File: src/rtl/bridge_lowering_if.sv
// Signal bundle between the drawbridge lowering controller and its environment:
// sensor/request inputs toward the controller, motor/alarm/light/status outputs back.
interface bridge_lowering_if;
    logic       Start;
    logic       Clear;
    logic       S1;
    logic       S2;
    logic       S3;
    logic       S4;
    logic       S5;
    logic       S6;
    logic       MT;
    logic       AL;
    logic       TFL;
    logic       Done;
    logic [2:0] State;

    modport master (
        output Start, Clear, S1, S2, S3, S4, S5, S6,
        input  MT, AL, TFL, Done, State
    );

    modport slave (
        input  Start, Clear, S1, S2, S3, S4, S5, S6,
        output MT, AL, TFL, Done, State
    );
endinterface

File: src/rtl/bridge_lowering.sv
// Drawbridge lowering controller: Moore FSM taking the deck from upright to locked-down,
// with a pre-motion warning dwell, a motion timeout and a post-motion settle check.
module bridge_lowering #(
    parameter int SETTLE_CYCLES  = 4,
    parameter int TIMEOUT_CYCLES = 64,
    parameter int CW             = 8
) (
    input  logic              Clock,
    input  logic              Reset,
    bridge_lowering_if.slave  bus
);

    localparam logic [2:0] UPRIGHT  = 3'd0;
    localparam logic [2:0] WARN     = 3'd1;
    localparam logic [2:0] LOWERING = 3'd2;
    localparam logic [2:0] SETTLE   = 3'd3;
    localparam logic [2:0] DOWN     = 3'd4;
    localparam logic [2:0] FAULT    = 3'd5;

    localparam logic [CW-1:0] DWELL_LAST   = CW'(SETTLE_CYCLES - 1);
    localparam logic [CW-1:0] TIMEOUT_LAST = CW'(TIMEOUT_CYCLES - 1);

    logic [2:0]    state_r;
    logic [2:0]    next_state_s;
    logic [CW-1:0] count_r;
    logic [CW-1:0] count_next_s;
    logic          mt_r;
    logic          al_r;
    logic          tfl_r;
    logic          done_r;
    logic [2:0]    out_next_s;
    logic          done_next_s;
    logic          timed_state_s;

    // {MT, AL, TFL} for a given state; illegal codes decode like FAULT
    function automatic logic [2:0] out_decode(input logic [2:0] st);
        case (st)
            UPRIGHT:  out_decode = 3'b001;
            WARN:     out_decode = 3'b011;
            LOWERING: out_decode = 3'b111;
            SETTLE:   out_decode = 3'b001;
            DOWN:     out_decode = 3'b000;
            FAULT:    out_decode = 3'b011;
            default:  out_decode = 3'b011;
        endcase
    endfunction

    // Next-state selection, priorities as listed per state
    always_comb begin
        next_state_s = state_r;
        case (state_r)
            UPRIGHT: begin
                if (bus.Start && bus.S2 && !bus.S1 && !bus.S5 && !bus.S6) next_state_s = WARN;
                else                                                       next_state_s = UPRIGHT;
            end
            WARN: begin
                if (bus.S5 || bus.S6)           next_state_s = FAULT;
                else if (bus.S1)                next_state_s = UPRIGHT;
                else if (count_r == DWELL_LAST) next_state_s = LOWERING;
                else                            next_state_s = WARN;
            end
            LOWERING: begin
                if (bus.S5 || bus.S6 || bus.S1)   next_state_s = FAULT;
                else if (bus.S3)                  next_state_s = SETTLE;
                else if (count_r == TIMEOUT_LAST) next_state_s = FAULT;
                else                              next_state_s = LOWERING;
            end
            SETTLE: begin
                if (bus.S5 || bus.S6)           next_state_s = FAULT;
                else if (!bus.S3)               next_state_s = FAULT;
                else if (count_r == DWELL_LAST) next_state_s = DOWN;
                else                            next_state_s = SETTLE;
            end
            DOWN: begin
                if (bus.S2) next_state_s = UPRIGHT;
                else        next_state_s = DOWN;
            end
            FAULT: begin
                if (bus.Clear && !bus.S5 && !bus.S6) next_state_s = UPRIGHT;
                else                                 next_state_s = FAULT;
            end
            default: next_state_s = FAULT;
        endcase
    end

    // Dwell/timeout counter runs only while staying in a timed state; any entry restarts it
    always_comb begin
        timed_state_s = (state_r == WARN) || (state_r == LOWERING) || (state_r == SETTLE);
        count_next_s  = {CW{1'b0}};
        if (timed_state_s && (next_state_s == state_r)) count_next_s = count_r + CW'(1);
        else                                            count_next_s = {CW{1'b0}};
    end

    // Output values are decoded from the state being entered so they move with State
    always_comb begin
        out_next_s  = out_decode(next_state_s);
        done_next_s = (state_r == SETTLE) && (next_state_s == DOWN);
    end

    // State, counter and registered outputs
    always_ff @(posedge Clock or posedge Reset) begin
        if (Reset) begin
            state_r <= UPRIGHT;
            count_r <= {CW{1'b0}};
            mt_r    <= 1'b0;
            al_r    <= 1'b0;
            tfl_r   <= 1'b1;
            done_r  <= 1'b0;
        end else begin
            state_r <= next_state_s;
            count_r <= count_next_s;
            mt_r    <= out_next_s[2];
            al_r    <= out_next_s[1];
            tfl_r   <= out_next_s[0];
            done_r  <= done_next_s;
        end
    end

    assign bus.MT    = mt_r;
    assign bus.AL    = al_r;
    assign bus.TFL   = tfl_r;
    assign bus.Done  = done_r;
    assign bus.State = state_r;

endmodule

File: src/flat_wrapper.sv
// flat-port wrapper written by rule: the top's interface ports become plain ports
module bridge_lowering_flat 
#(
    parameter int SETTLE_CYCLES  = 4,
    parameter int TIMEOUT_CYCLES = 64,
    parameter int CW             = 8
)
  (Clock, Reset, bus_Start, bus_Clear, bus_S1, bus_S2, bus_S3, bus_S4, bus_S5, bus_S6, bus_MT, bus_AL, bus_TFL, bus_Done, bus_State);
  bridge_lowering_if bus_i ();
  input  logic Clock;
  input  logic Reset;
  input wire logic [$bits(bus_i.Start)-1:0] bus_Start;
  input wire logic [$bits(bus_i.Clear)-1:0] bus_Clear;
  input wire logic [$bits(bus_i.S1)-1:0] bus_S1;
  input wire logic [$bits(bus_i.S2)-1:0] bus_S2;
  input wire logic [$bits(bus_i.S3)-1:0] bus_S3;
  input wire logic [$bits(bus_i.S4)-1:0] bus_S4;
  input wire logic [$bits(bus_i.S5)-1:0] bus_S5;
  input wire logic [$bits(bus_i.S6)-1:0] bus_S6;
  output wire logic [$bits(bus_i.MT)-1:0] bus_MT;
  output wire logic [$bits(bus_i.AL)-1:0] bus_AL;
  output wire logic [$bits(bus_i.TFL)-1:0] bus_TFL;
  output wire logic [$bits(bus_i.Done)-1:0] bus_Done;
  output wire logic [$bits(bus_i.State)-1:0] bus_State;
  assign bus_i.Start = bus_Start;
  assign bus_i.Clear = bus_Clear;
  assign bus_i.S1 = bus_S1;
  assign bus_i.S2 = bus_S2;
  assign bus_i.S3 = bus_S3;
  assign bus_i.S4 = bus_S4;
  assign bus_i.S5 = bus_S5;
  assign bus_i.S6 = bus_S6;
  assign bus_MT = bus_i.MT;
  assign bus_AL = bus_i.AL;
  assign bus_TFL = bus_i.TFL;
  assign bus_Done = bus_i.Done;
  assign bus_State = bus_i.State;
  bridge_lowering #(.SETTLE_CYCLES(SETTLE_CYCLES), .TIMEOUT_CYCLES(TIMEOUT_CYCLES), .CW(CW)) u_core (.Clock(Clock), .Reset(Reset), .bus(bus_i));
endmodule
File: config.mk
export PLATFORM = sky130hd
export DESIGN_NAME = bridge_lowering_flat
export DESIGN_NICKNAME = d
export VERILOG_FILES = /design/src/rtl/bridge_lowering_if.sv /design/src/rtl/bridge_lowering.sv /design/src/flat_wrapper.sv
export SDC_FILE = /design/constraint.sdc
export NUM_CORES = 1
export LEC_CHECK = 0
export CAP_MARGIN = 20
export CORE_UTILIZATION = 47
export CTS_CLUSTER_SIZE = 8
export DETAILED_ROUTE_END_ITERATION = 10
export PLACE_DENSITY = 0.74
export SLEW_MARGIN = 40
export SYNTH_ARGS = -nofsm -noshare
export SYNTH_HDL_FRONTEND = slang
export SYNTH_SLANG_ARGS = --single-unit
File: constraint.sdc
create_clock -name Clock -period 2.5 [get_ports Clock]
set_clock_uncertainty 0.1 [all_clocks]
set_input_delay 0.5 -clock Clock [delete_from_list [all_inputs] [get_ports Clock]]
set_output_delay 0.5 -clock Clock [all_outputs]
set_load 0.005 [all_outputs]
# Yosys cells after proc, flatten, opt, wreduce, memory -nomap -nowiden
# Cells that the tools add are included.
# classes
addsub	1
n_eq_ne	11
n_mux	15
reduce_logical	18
# ops
operator	n
$mux W3	10
$pmux W3 S6	1
$eq A3 B2 Y1 const B	4
$eq A3 B3 Y1 const B	3
$pmux W3 S3	1
$add A8 B1 Y8 const B	1
$eq A8 B2 Y1 const B	1
$eq A8 B6 Y1 const B	1
$logic_and A1 B1 Y1	8
$mux W8	1
$logic_not A3 Y1	2
$logic_or A1 B1 Y1	4
$eq A3 B1 Y1 const B	1
$eq A3 B3 Y1	1
$logic_not A1 Y1	3
$mux W2	1
$reduce_or A2 Y1	1
$mux W1	1
# word_totals
register_bits	15
inputBits	10
out_inout_bits	7
elab_cells	51

# Logic depth before layout (Yosys ltp)
# logic_depth
depth_word	9
mapped_depth	7
ltp_nobuf	7

# Worst setup path after synthesis
# No wires, ideal clock.
# synth_path
kind	register -> register
from	reg u_core.count_r[0]
to	reg u_core.count_r[0]
setup_time_ps	125
t_arrival_ps	1747
t_required_ps	2275
slack_ps	528
stages_incl_launch_ff	7
path_buffers	0
period_less_slack_ps	1972
path_cell_list	dfrtp_1 > ha_1 > nor3b_2 > and2_2 > o41ai_2 > nor4_4 > mux2_2
# synth_via
elab_chain_len	8
elab_cells_between_ends	16
cone_classes	add/sub (1); eq/ne (3); mux (11); reduce/logical (1)
# synth_lines
element	line	text
start, declared	bridge_lowering.sv:25	logic [CW-1:0] count_r;
start signal, assigned	bridge_lowering.sv:104	count_r <= {CW{1'b0}};
start signal, assigned	bridge_lowering.sv:111	count_r <= count_next_s;
$eq A8 B2 Y1 or $eq A8 B6 Y1 (tied branches)	bridge_lowering.sv:59, bridge_lowering.sv:71, bridge_lowering.sv:65	
$mux W3, or another cell as far along	bridge_lowering.sv:71	else if (count_r == DWELL_LAST) next_state_s = DOWN;
$mux W3 (on tied branches)	bridge_lowering.sv:70, bridge_lowering.sv:58, bridge_lowering.sv:64	
$mux W3 (on tied branches)	bridge_lowering.sv:69, bridge_lowering.sv:57, bridge_lowering.sv:63	
$pmux W3 S6	bridge_lowering.sv:51	case (state_r)
$eq A3 B3 Y1	bridge_lowering.sv:90	if (timed_state_s && (next_state_s == state_r)) count_next_s = count_r + CW'(1);
$logic_and A1 B1 Y1	bridge_lowering.sv:90	
$mux W8 (*)	bridge_lowering.sv:90	
via u_core.count_next_s[0]	bridge_lowering.sv:26	logic [CW-1:0] count_next_s;
# The timed path passes the listed nets; every way through them passes the cells marked *.

# Worst setup path after layout
# layout_path
from	in bus_S5
to	reg u_core.count_r[6]
# layout_via
elab_chain_len	8
elab_cells_between_ends	16
cone_classes	eq/ne (1); mux (7); reduce/logical (8)
# layout_lines
element	line	text
start, declared	flat_wrapper.sv:18	input wire logic [$bits(bus_i.S5)-1:0] bus_S5;
$logic_not A1 Y1	bridge_lowering.sv:53, bridge_lowering.sv:79	
$logic_and A1 B1 Y1 (on tied branches) (2 in series)	bridge_lowering.sv:79, bridge_lowering.sv:53	
$mux W3 or $mux W1 (tied branches)	bridge_lowering.sv:79, bridge_lowering.sv:53	
$pmux W3 S6 (*)	bridge_lowering.sv:51	
$eq A3 B3 Y1 (*)	bridge_lowering.sv:90	
$logic_and A1 B1 Y1 (*)	bridge_lowering.sv:90	
$mux W8 (*)	bridge_lowering.sv:90	
via u_core.count_next_s[6]	bridge_lowering.sv:26	
# Marked as above.

==> out/qor.csv <==
metric,value,unit
outcome,"finished, final reports clean",
"EDFF count, synth",0,
final hold violations,0,
number of max-cap violations,0,
post-synthesis instance total,98,
Tightest Hold Check Type,in -> async,
# DRC,0,
dpl cells,145,
Root Driver,clkbuf_4,
crit path capture type,flip-flop,
Rows,16,
post-DP HPWL,1630,µm
TritonCTS buffer count,3,
post_cts resized,0,
RD Place Congestion,0.834,
Startpoint Class,input port,
"Seq/Total Area, Yosys",0.374,
initial antenna violation count,0,
final WL,2180,µm
post-CTS setup repair buffer count,0,
Synth cell types,37,
top_reg_cell synth,dfrtp_1,
Worst EP required,2.61,ns
Achievable Freq,450,MHz
wire length per cell,14.6,µm
clk slew on worst S/H paths,0.09,ns
Hold Buf Count CTS,0,
mapped cell area,0.00101,mm²
Worst R2R Setup Slack,0.28,ns
via count,839,
PortBufs,15,
Die Y,48.3,µm
synthesized net count,109,
H-tree depth,1,
Max Transition Viols Final,0,
Final min period,2.22,ns
"Clk Latency, worst-skew pair",0.29,ns
PD cells,675,mW/mm²
layout cells sized above 1,0.213,
syn avg cell area,10.3,µm²
antenna cells,0,
ranking of synthesized cells by area,"dfrtp_1 35%, or3_1 7.5%, mux2i_1 7.0%",
CP Class,in -> reg,
Worst Path Arrival,2.34,ns
I/O pin count,17,
Final setup viols,0,
top cell type's share of synthesized area,0.348,
Die W,48.3,µm
Placeable Area,0.00198,mm²
CTS sink cnt,15,
largest net degree at the start of global routing,16,
commonest cells in the netlist,"14 x dfrtp_1, 12 x or3_1, 7 x mux2i_1, 7 x nand2_1, 6 x nor2_1",
Layout fillers,166,
Final ANT Viol Nets,0,
worst slew pin tran,0.582,ns
CP Max Fanout,9,
#FFs+latches synth,15,
Starting DRT DRC Count,15,
total power,0.843,mW
starting density of the core,0.508,
Bufs on Longest Clock Path,2,
Die ar.,0.00233,mm²
YS warnings,0,
vias in the first global route,749,
CTS tree,yes,
period utilization,0.889,
drt pass-1 iters,4,
GRT overflow,0,
Reg area,377,µm²
RSZ-0062 raised after global routing,no,
slew margin rel.,0.611,
Synth-to-Final Area Change,24.0,%
Worst VDD drop,0.580,mV
first-pass GRT wire length,3440,µm
most frequent cell after synthesis,dfrtp_1,
post-DR vias/cell,5.63,
fin nets,134,
Post-synth ARST share,1.00,
area occupied by multi-input gates,597,µm²
Tot GR Track Use,0.222,
post-route insts no fill,149,
Synth area leader,dfrtp_1,
leakage power,0.485,nW
-- stage by stage --
| stage | hold slack (ns) | TNS (ns) | worst slack [ns] | utilization | area (µm²) |
|---|---|---|---|---|---|
| floorplan | 0.301 | 0 | 0.528 | - | 1010 |
| global placement | 0.590 | 0 | 0.00831 | 0.616 | 1220 |
| detailed placement | 0.585 | -0.0763 | -0.0388 | 0.616 | 1220 |
| CTS | 0.476 | 0 | 0.268 | 0.630 | 1250 |
| global route | 0.512 | 0 | 0.0901 | 0.630 | 1250 |
| finish | 0.459 | 0 | 0.278 | 0.630 | 1250 |
-- flip-flops by register name, indices dropped and copies added, names as in the netlist --
signal,count
u_core.count_r,8
u_core.bus.TFL,1
u_core.bus.State,3
u_core.bus.AL,1
u_core.bus.Done,1
u_core.bus.MT,1
-- layout by cell type, fill, tap and decap left out --
| master | Yosys | final |
|---|---|---|
| xnor2_1 | 5 | 5 |
| or3b_1 | 1 | 1 |
| or2_1 | 1 | 1 |
| clkdlybuf4s50_1 | 0 | 15 |
| o21ai_0 | 1 | 1 |
| dfrtp_1 | 14 | 14 |
| a32oi_1 | 1 | 1 |
| and2_2 | 1 | 1 |
| clkinv_2 | 0 | 1 |
| inv_1 | 2 | 2 |
| a21o_1 | 1 | 1 |
| nor4_1 | 1 | 1 |
| xor2_1 | 2 | 2 |
| nor3b_2 | 1 | 1 |
| nand2b_1 | 4 | 4 |
| mux2_2 | 1 | 1 |
| o21ai_1 | 1 | 1 |
| nor3_1 | 5 | 5 |
| dfstp_2 | 1 | 1 |
| ha_1 | 1 | 1 |
| nor2b_1 | 2 | 2 |
| mux2i_1 | 7 | 7 |
| a31o_2 | 1 | 1 |
| o41ai_2 | 2 | 2 |
| nor4_4 | 2 | 2 |
| o2111ai_4 | 1 | 1 |
| nand4_1 | 1 | 1 |
| or4b_2 | 1 | 1 |
| or3b_2 | 1 | 1 |
| nand2_1 | 7 | 7 |
| and2_1 | 1 | 1 |
| or3_1 | 12 | 12 |
| nand3_1 | 3 | 3 |
| buf_4 | 0 | 7 |
| nor3b_1 | 1 | 1 |
| a21oi_2 | 2 | 2 |
| a31oi_1 | 1 | 1 |
| nor2_1 | 6 | 6 |
| clkbuf_4 | 0 | 3 |
| inv_2 | 1 | 1 |
-- cells by family after synthesis --
logic type	share of synthesized area
simple gates	0.322
flops	0.374
compound gates	0.117
mux	0.0807
xor+xnor	0.0609
buf+inv	0.0335
fa+ha+maj	0.0124
-- path summary, 6_finish.rpt --
path                                             startpoint                          end  cells past startpoint
worst max-delay path                                 bus_S5  u_core.count_r[6]$_DFF_PP0_                      6
max in group asynchronous                             Reset  u_core.count_r[0]$_DFF_PP0_                      2
worst min-delay path                                  Reset  u_core.count_r[6]$_DFF_PP0_                      2
min in group Clock              u_core.count_r[1]$_DFF_PP0_  u_core.count_r[1]$_DFF_PP0_                      3
worst min register to register  u_core.count_r[1]$_DFF_PP0_  u_core.count_r[1]$_DFF_PP0_                      3
worst max register to register  u_core.count_r[0]$_DFF_PP0_  u_core.count_r[6]$_DFF_PP0_                      7
-- power breakdown --
group	internal [mW]	switching (mW)
Clock	0.0595	0.0833
Sequential	0.280	0.0287
Combinational	0.207	0.184
-- routing by layer --
| layer | routed length (µm) | global-route usage |
|---|---|---|
| met3 | 90 | 0.0333 |
| met2 | 1040 | 0.331 |
| met1 | 1010 | 0.315 |
| met4 | 38 | 0.111 |
| met5 | 0 | 0 |
-- area by class of cell --
class / count / share of cell area
multi-input combinational: 78 / 0.478
tap: 27 / 0.0271
clock buffer: 3 / 0.0180
sequential: 15 / 0.302
clock inverter: 1 / 0.00401
timing repair buffer: 22 / 0.162
inverter: 3 / 0.00902
-- critical path, cell delays in order --
cell and delay [ns]:
clkdlybuf4s50_1 0.46, or3b_1 0.39, a21oi_2 0.19, o2111ai_4 0.22
or3_1 0.41, mux2i_1 0.15
Note: power is estimated with default switching activity, not from simulation.
